**config.mk**
```make
export PLATFORM = sky130hd
export DESIGN_NAME = stopwatch_ctrl
export DESIGN_NICKNAME = d
export VERILOG_FILES = /design/src/rtl/stopwatch_ctrl.sv
export SDC_FILE = /design/constraint.sdc
export NUM_CORES = 1
export LEC_CHECK = 0
export BUFFER_PORTS_ARGS = -buffer_cell sky130_fd_sc_hd__buf_2
export CAP_MARGIN = 20
export CORE_MARGIN = 3
export CORE_UTILIZATION = 35
export CTS_BUF_LIST = sky130_fd_sc_hd__clkbuf_2
export DETAILED_ROUTE_END_ITERATION = 12
export PLACE_DENSITY_LB_ADDON = 0.3
export SLEW_MARGIN = 0
export SYNTH_ARGS = -nofsm -noshare
export SYNTH_HDL_FRONTEND = slang
export SYNTH_SLANG_ARGS = --single-unit
```
**constraint.sdc**
```tcl
create_clock -name clk -period 4.5 [get_ports clk]
set_input_delay 0.9 -clock clk [delete_from_list [all_inputs] [get_ports clk]]
set_output_delay 0.9 -clock clk [all_outputs]
set_load 0.005 [all_outputs]
```
**src/rtl/stopwatch_ctrl.sv**
```systemverilog
// Run/pause/lap/clear stopwatch controller over a cascade of BCD decade digits.
// Optional AUTO_STOP_EN: saturate at all-9s and force PAUSE instead of wrapping.
module stopwatch_ctrl #(
  parameter int NUM_DIGITS = 4,
  parameter int TICK_DIV   = 10,
  parameter int TICK_W     = 4
) (
  input  logic                    clk,
  input  logic                    reset_n,
  input  logic                    start_stop,
  input  logic                    lap,
  input  logic                    clear,
  output logic                    running,
  output logic                    paused,
  output logic                    lap_hold,
  output logic                    tick,
  output logic [4*NUM_DIGITS-1:0] digits,
  output logic                    overflow
);

  localparam logic [1:0] S_IDLE  = 2'd0;
  localparam logic [1:0] S_RUN   = 2'd1;
  localparam logic [1:0] S_PAUSE = 2'd2;

  localparam logic [TICK_W-1:0] PRESC_LAST = TICK_W'(TICK_DIV - 1);
  localparam logic [TICK_W-1:0] PRESC_ONE  = TICK_W'(1);

  logic [1:0]              state_q, state_d;
  logic [TICK_W-1:0]       presc_q, presc_d;
  logic [4*NUM_DIGITS-1:0] count_q, count_d;
  logic [4*NUM_DIGITS-1:0] snap_q, snap_d;
  logic                    lap_hold_q, lap_hold_d;
  logic                    overflow_q, overflow_d;

  logic                    tick_now;
  logic [4*NUM_DIGITS-1:0] count_inc;
  logic                    wrap_all;

  assign tick_now = (state_q == S_RUN) && (presc_q == PRESC_LAST);

  // Ripple enable: each digit sees the tick only while every lower digit is 9.
  always_comb begin
    logic en;
    en        = tick_now;
    count_inc = count_q;
    for (int i = 0; i < NUM_DIGITS; i++) begin
      if (en) begin
        if (count_q[4*i +: 4] >= 4'd9) begin
          count_inc[4*i +: 4] = 4'd0;
        end else begin
          count_inc[4*i +: 4] = count_q[4*i +: 4] + 4'd1;
        end
      end
      en = en && (count_q[4*i +: 4] == 4'd9);
    end
    wrap_all = en;
  end

  always_comb begin
    state_d    = state_q;
    presc_d    = presc_q;
    count_d    = count_q;
    snap_d     = snap_q;
    lap_hold_d = lap_hold_q;
    overflow_d = overflow_q;

    if (state_q == S_RUN) begin
      presc_d = tick_now ? '0 : presc_q + PRESC_ONE;
      if (tick_now) begin
        count_d = count_inc;
        if (wrap_all) begin
          overflow_d = 1'b1;
`ifdef AUTO_STOP_EN
          count_d = count_q;
          state_d = S_PAUSE;
`endif
        end
      end
    end

    // clear outranks start_stop, which outranks lap; clear has no effect in RUN.
    if (clear && (state_q != S_RUN)) begin
      state_d    = S_IDLE;
      presc_d    = '0;
      count_d    = '0;
      overflow_d = 1'b0;
      lap_hold_d = 1'b0;
    end else if (start_stop) begin
      state_d = (state_q == S_RUN) ? S_PAUSE : S_RUN;
    end else if (lap) begin
      if ((state_q == S_RUN) && !lap_hold_q) begin
        snap_d     = count_q;
        lap_hold_d = 1'b1;
      end else if ((state_q != S_IDLE) && lap_hold_q) begin
        lap_hold_d = 1'b0;
      end
    end
  end

  always_ff @(posedge clk or negedge reset_n) begin
    if (!reset_n) begin
      state_q    <= S_IDLE;
      presc_q    <= '0;
      count_q    <= '0;
      snap_q     <= '0;
      lap_hold_q <= 1'b0;
      overflow_q <= 1'b0;
    end else begin
      state_q    <= state_d;
      presc_q    <= presc_d;
      count_q    <= count_d;
      snap_q     <= snap_d;
      lap_hold_q <= lap_hold_d;
      overflow_q <= overflow_d;
    end
  end

  assign running  = (state_q == S_RUN);
  assign paused   = (state_q == S_PAUSE);
  assign lap_hold = lap_hold_q;
  assign tick     = tick_now;
  assign digits   = lap_hold_q ? snap_q : count_q;
  assign overflow = overflow_q;

endmodule
```
==> results.json <==
{
  "overflow": 0,
  "r2r-end": "snap_q[15]$_DFFE_PN0P_",
  "dp_hpwl_um": 3220,
  "clock-sinks": 40,
  "critPathKind": "flip-flop to output pin",
  "power_density_nw_per_um2": 298,
  "cts-root-buf": "clkbuf_2",
  "yosys_warnings": 0,
  "finalWirelength_um": 4670,
  "vias": 1698,
  "status": "completed",
  "yosys.cell_count.top_type": "dfrtp_1",
  "ys_async_sr_fraction": 1.00,
  "reg2reg_depth": 4,
  "synth_edf_count": 0,
  "startpoint_type": "flip-flop",
  "fin_skew_ns": 0.0235,
  "start_util": 0.369,
  "avgSynthCellArea_um2": 9.68,
  "cts_setup_buffers": 0,
  "max_freq_mhz": 342,
  "end_kind": "output pin",
  "max_slew.worst_pin.slew_ns": 0.922,
  "worstPathCellList": "nand2b_1 > or3_1 > inv_2 > buf_2",
  "gp_congestion": 0.814,
  "die_h_um": 86.0,
  "insertion_delay_ns": 0.41,
  "fp-row-count": 28,
  "grt_pass1_vias": 1628,
  "clk_pin_slew_ns": 0.22,
  "crit_family": "simple AND/OR/NAND/NOR gates",
  "finalInstanceArea_um2": 2450,
  "critical_path_depth": 4,
  "synth_cell_types": 44,
  "antenna_cells": 0,
  "nets": 273,
  "drtIter0Drc": 96,
  "cp.buffers_inverters": 2,
  "cts_buffer_depth": 2,
  "cp.required_ns": 3.60,
  "arrival_ns": 2.02,
  "htree_num_levels": 2,
  "via_per_inst": 5.15,
  "drv_cap": 0,
  "min_path_type": "flip-flop to flip-flop",
  "slowest_delay_ns": 0.49,
  "rr_startpoint": "state_q[1]$_DFFE_PN0P_",
  "setup_tns_ns": 0,
  "io_buffers": 25,
  "grt_usage": 0.133,
  "synth_cells": 231,
  "dpl_cell_area_um2": 2410,
  "r2r_slack_ns": 2.36,
  "synth_nets": 250,
  "timing.final.max_slew_violations": 0,
  "area_delta_synth_final_pct": 9.51,
  "setup_viol": 0,
  "synthFlopType": "dfrtp_1",
  "worstSetupEndpoint": "tick",
  "rsz0062_at_grt": "no",
  "crit_start": "state_q[1]$_DFFE_PN0P_",
  "path_max_fanout": 11,
  "synthTopCellsByArea": "dfrtp_1 45%, ha_1 7.8%, mux2_2 7.0%, o21ai_0 6.0%, nand2_1 5.2%",
  "drc": 0,
  "fp.dieW_um": 86.0,
  "cts_hold_buf": 0,
  "yosys.area.top_type": "dfrtp_1",
  "grt_pass1_wl_um": 7890,
  "dr.pass1.iters": 4,
  "core_um2": 6060,
  "synth_top_area_share": 0.447,
  "ctsResizeCount": 0,
  "cts-buffers-inserted": 5,
  "crit_slowest_cell": "dfrtp_1",
  "period_share": 0.649,
  "layout-drive-gt1-share": 0.212,
  "die-area_um2": 7390,
  "max_slew_margin": 0.385,
  "antenna_left": 0,
  "hold_violations": 0,
  "wl_per_cell_um": 14.2,
  "grt_max_degree": 41,
  "ys_seq_elements": 40,
  "min_period_ns": 2.92,
  "p_leak_nw": 1.18,
  "cts_tree": "built",
  "ys_seq_area_frac": 0.447,
  "yosys-top-cells-count": "40 x dfrtp_1, 31 x nand2_1, 27 x o21ai_0, 15 x nand3_1",
  "vdd_drop_max_uv": 179,
  "syn-cell-area_um2": 2240,
  "antenna_found_initial": 0,
  "io_pins": 26
}
## stage by stage
step / utilization / total power, mW / setup WS, ns / hold WS [ns] / cells
detailed placement: 0.397 / 0.572 / 2.08 / 0.471 / 322
floorplan: - / 0.528 / 2.27 / 0.450 / 231
global placement: 0.397 / 0.570 / 2.08 / 0.462 / 322
CTS: 0.404 / 0.744 / 1.57 / 0.513 / 330
finish: 0.404 / 0.729 / 1.58 / 0.506 / 330
global route: 0.404 / 0.779 / 1.46 / 0.556 / 330
## cell families after synthesis
logic type               Yosys count  synth area share
AND/OR/NAND/NOR                   84             0.201
AO/OA/AOI/OAI                     52             0.140
flip-flops                        40             0.447
buffers and inverters             23            0.0459
multiplexers                      16            0.0794
adder cells (fa/ha/maj)           14            0.0783
XOR/XNOR                           2           0.00783
## area by class of cell
type / instances / area, um2
Timing Repair Buffer: 25 / 125
Multi-Input combinational cell: 168 / 1130
Clock inverter: 3 / 18.8
Sequential cell: 40 / 1000
Inverter: 14 / 52.6
Fill cell: 614 / 3610
Clock buffer: 5 / 25.0
Tap cell: 75 / 93.8
## state kept, by name (all words and copies together) (netlist names)
register	count
lap_hold	1
snap_q	16
presc_q	4
overflow	1
state_q	2
count_q	16
## power breakdown
group	leakage [nW]	internal (mW)	switching [mW]	total [mW]
registers	0.547	0.387	0.0550	0.443
clock network	0.0327	0.0376	0.129	0.166
logic	0.604	0.0600	0.0602	0.120
## worst min-delay path by stage
stage               slack (ns)                    from  cells past startpoint                     end
floorplan                 0.45   snap_q[0]$_DFFE_PN0P_                      2   snap_q[0]$_DFFE_PN0P_
global placement          0.46  snap_q[12]$_DFFE_PN0P_                      2  snap_q[12]$_DFFE_PN0P_
detailed placement        0.47   snap_q[4]$_DFFE_PN0P_                      2   snap_q[4]$_DFFE_PN0P_
CTS                       0.51   snap_q[3]$_DFFE_PN0P_                      2   snap_q[3]$_DFFE_PN0P_
global route              0.56   snap_q[3]$_DFFE_PN0P_                      2   snap_q[3]$_DFFE_PN0P_
finish                    0.51   snap_q[3]$_DFFE_PN0P_                      2   snap_q[3]$_DFFE_PN0P_
## routing by layer
layer  global-route usage  wire [um]  up-vias
met5                    0          0        -
met4               0.0460         28        0
li1                     -          -      860
met2                0.213       2120       27
met3               0.0279        185        2
met1                0.179       2340      809
## layout by cell type (no fill, tap or decap), types with 2 or more instances in the layout
master	n
and3b_1	2
nand2b_1	3
nor3_1	2
nor2b_1	2
ha_1	14
nand3_1	15
o22ai_1	2
nand3b_1	4
a22oi_1	2
dfrtp_1	40
or3_1	3
nand4_1	3
or3b_2	2
nor2_1	7
o31ai_1	3
nand2_1	31
clkbuf_2	5
clkinv_2	2
o21ai_0	27
a22o_1	2
mux2_2	14
a21oi_1	9
mux2i_1	2
buf_2	25
inv_1	13
and2_1	2
## worst min-delay path, stage by stage (launching register included)
cell     delay (ns)
dfrtp_1        0.38
nand2_1        0.05
o21ai_0        0.06
Note: power is estimated with default switching activity, not from simulation.
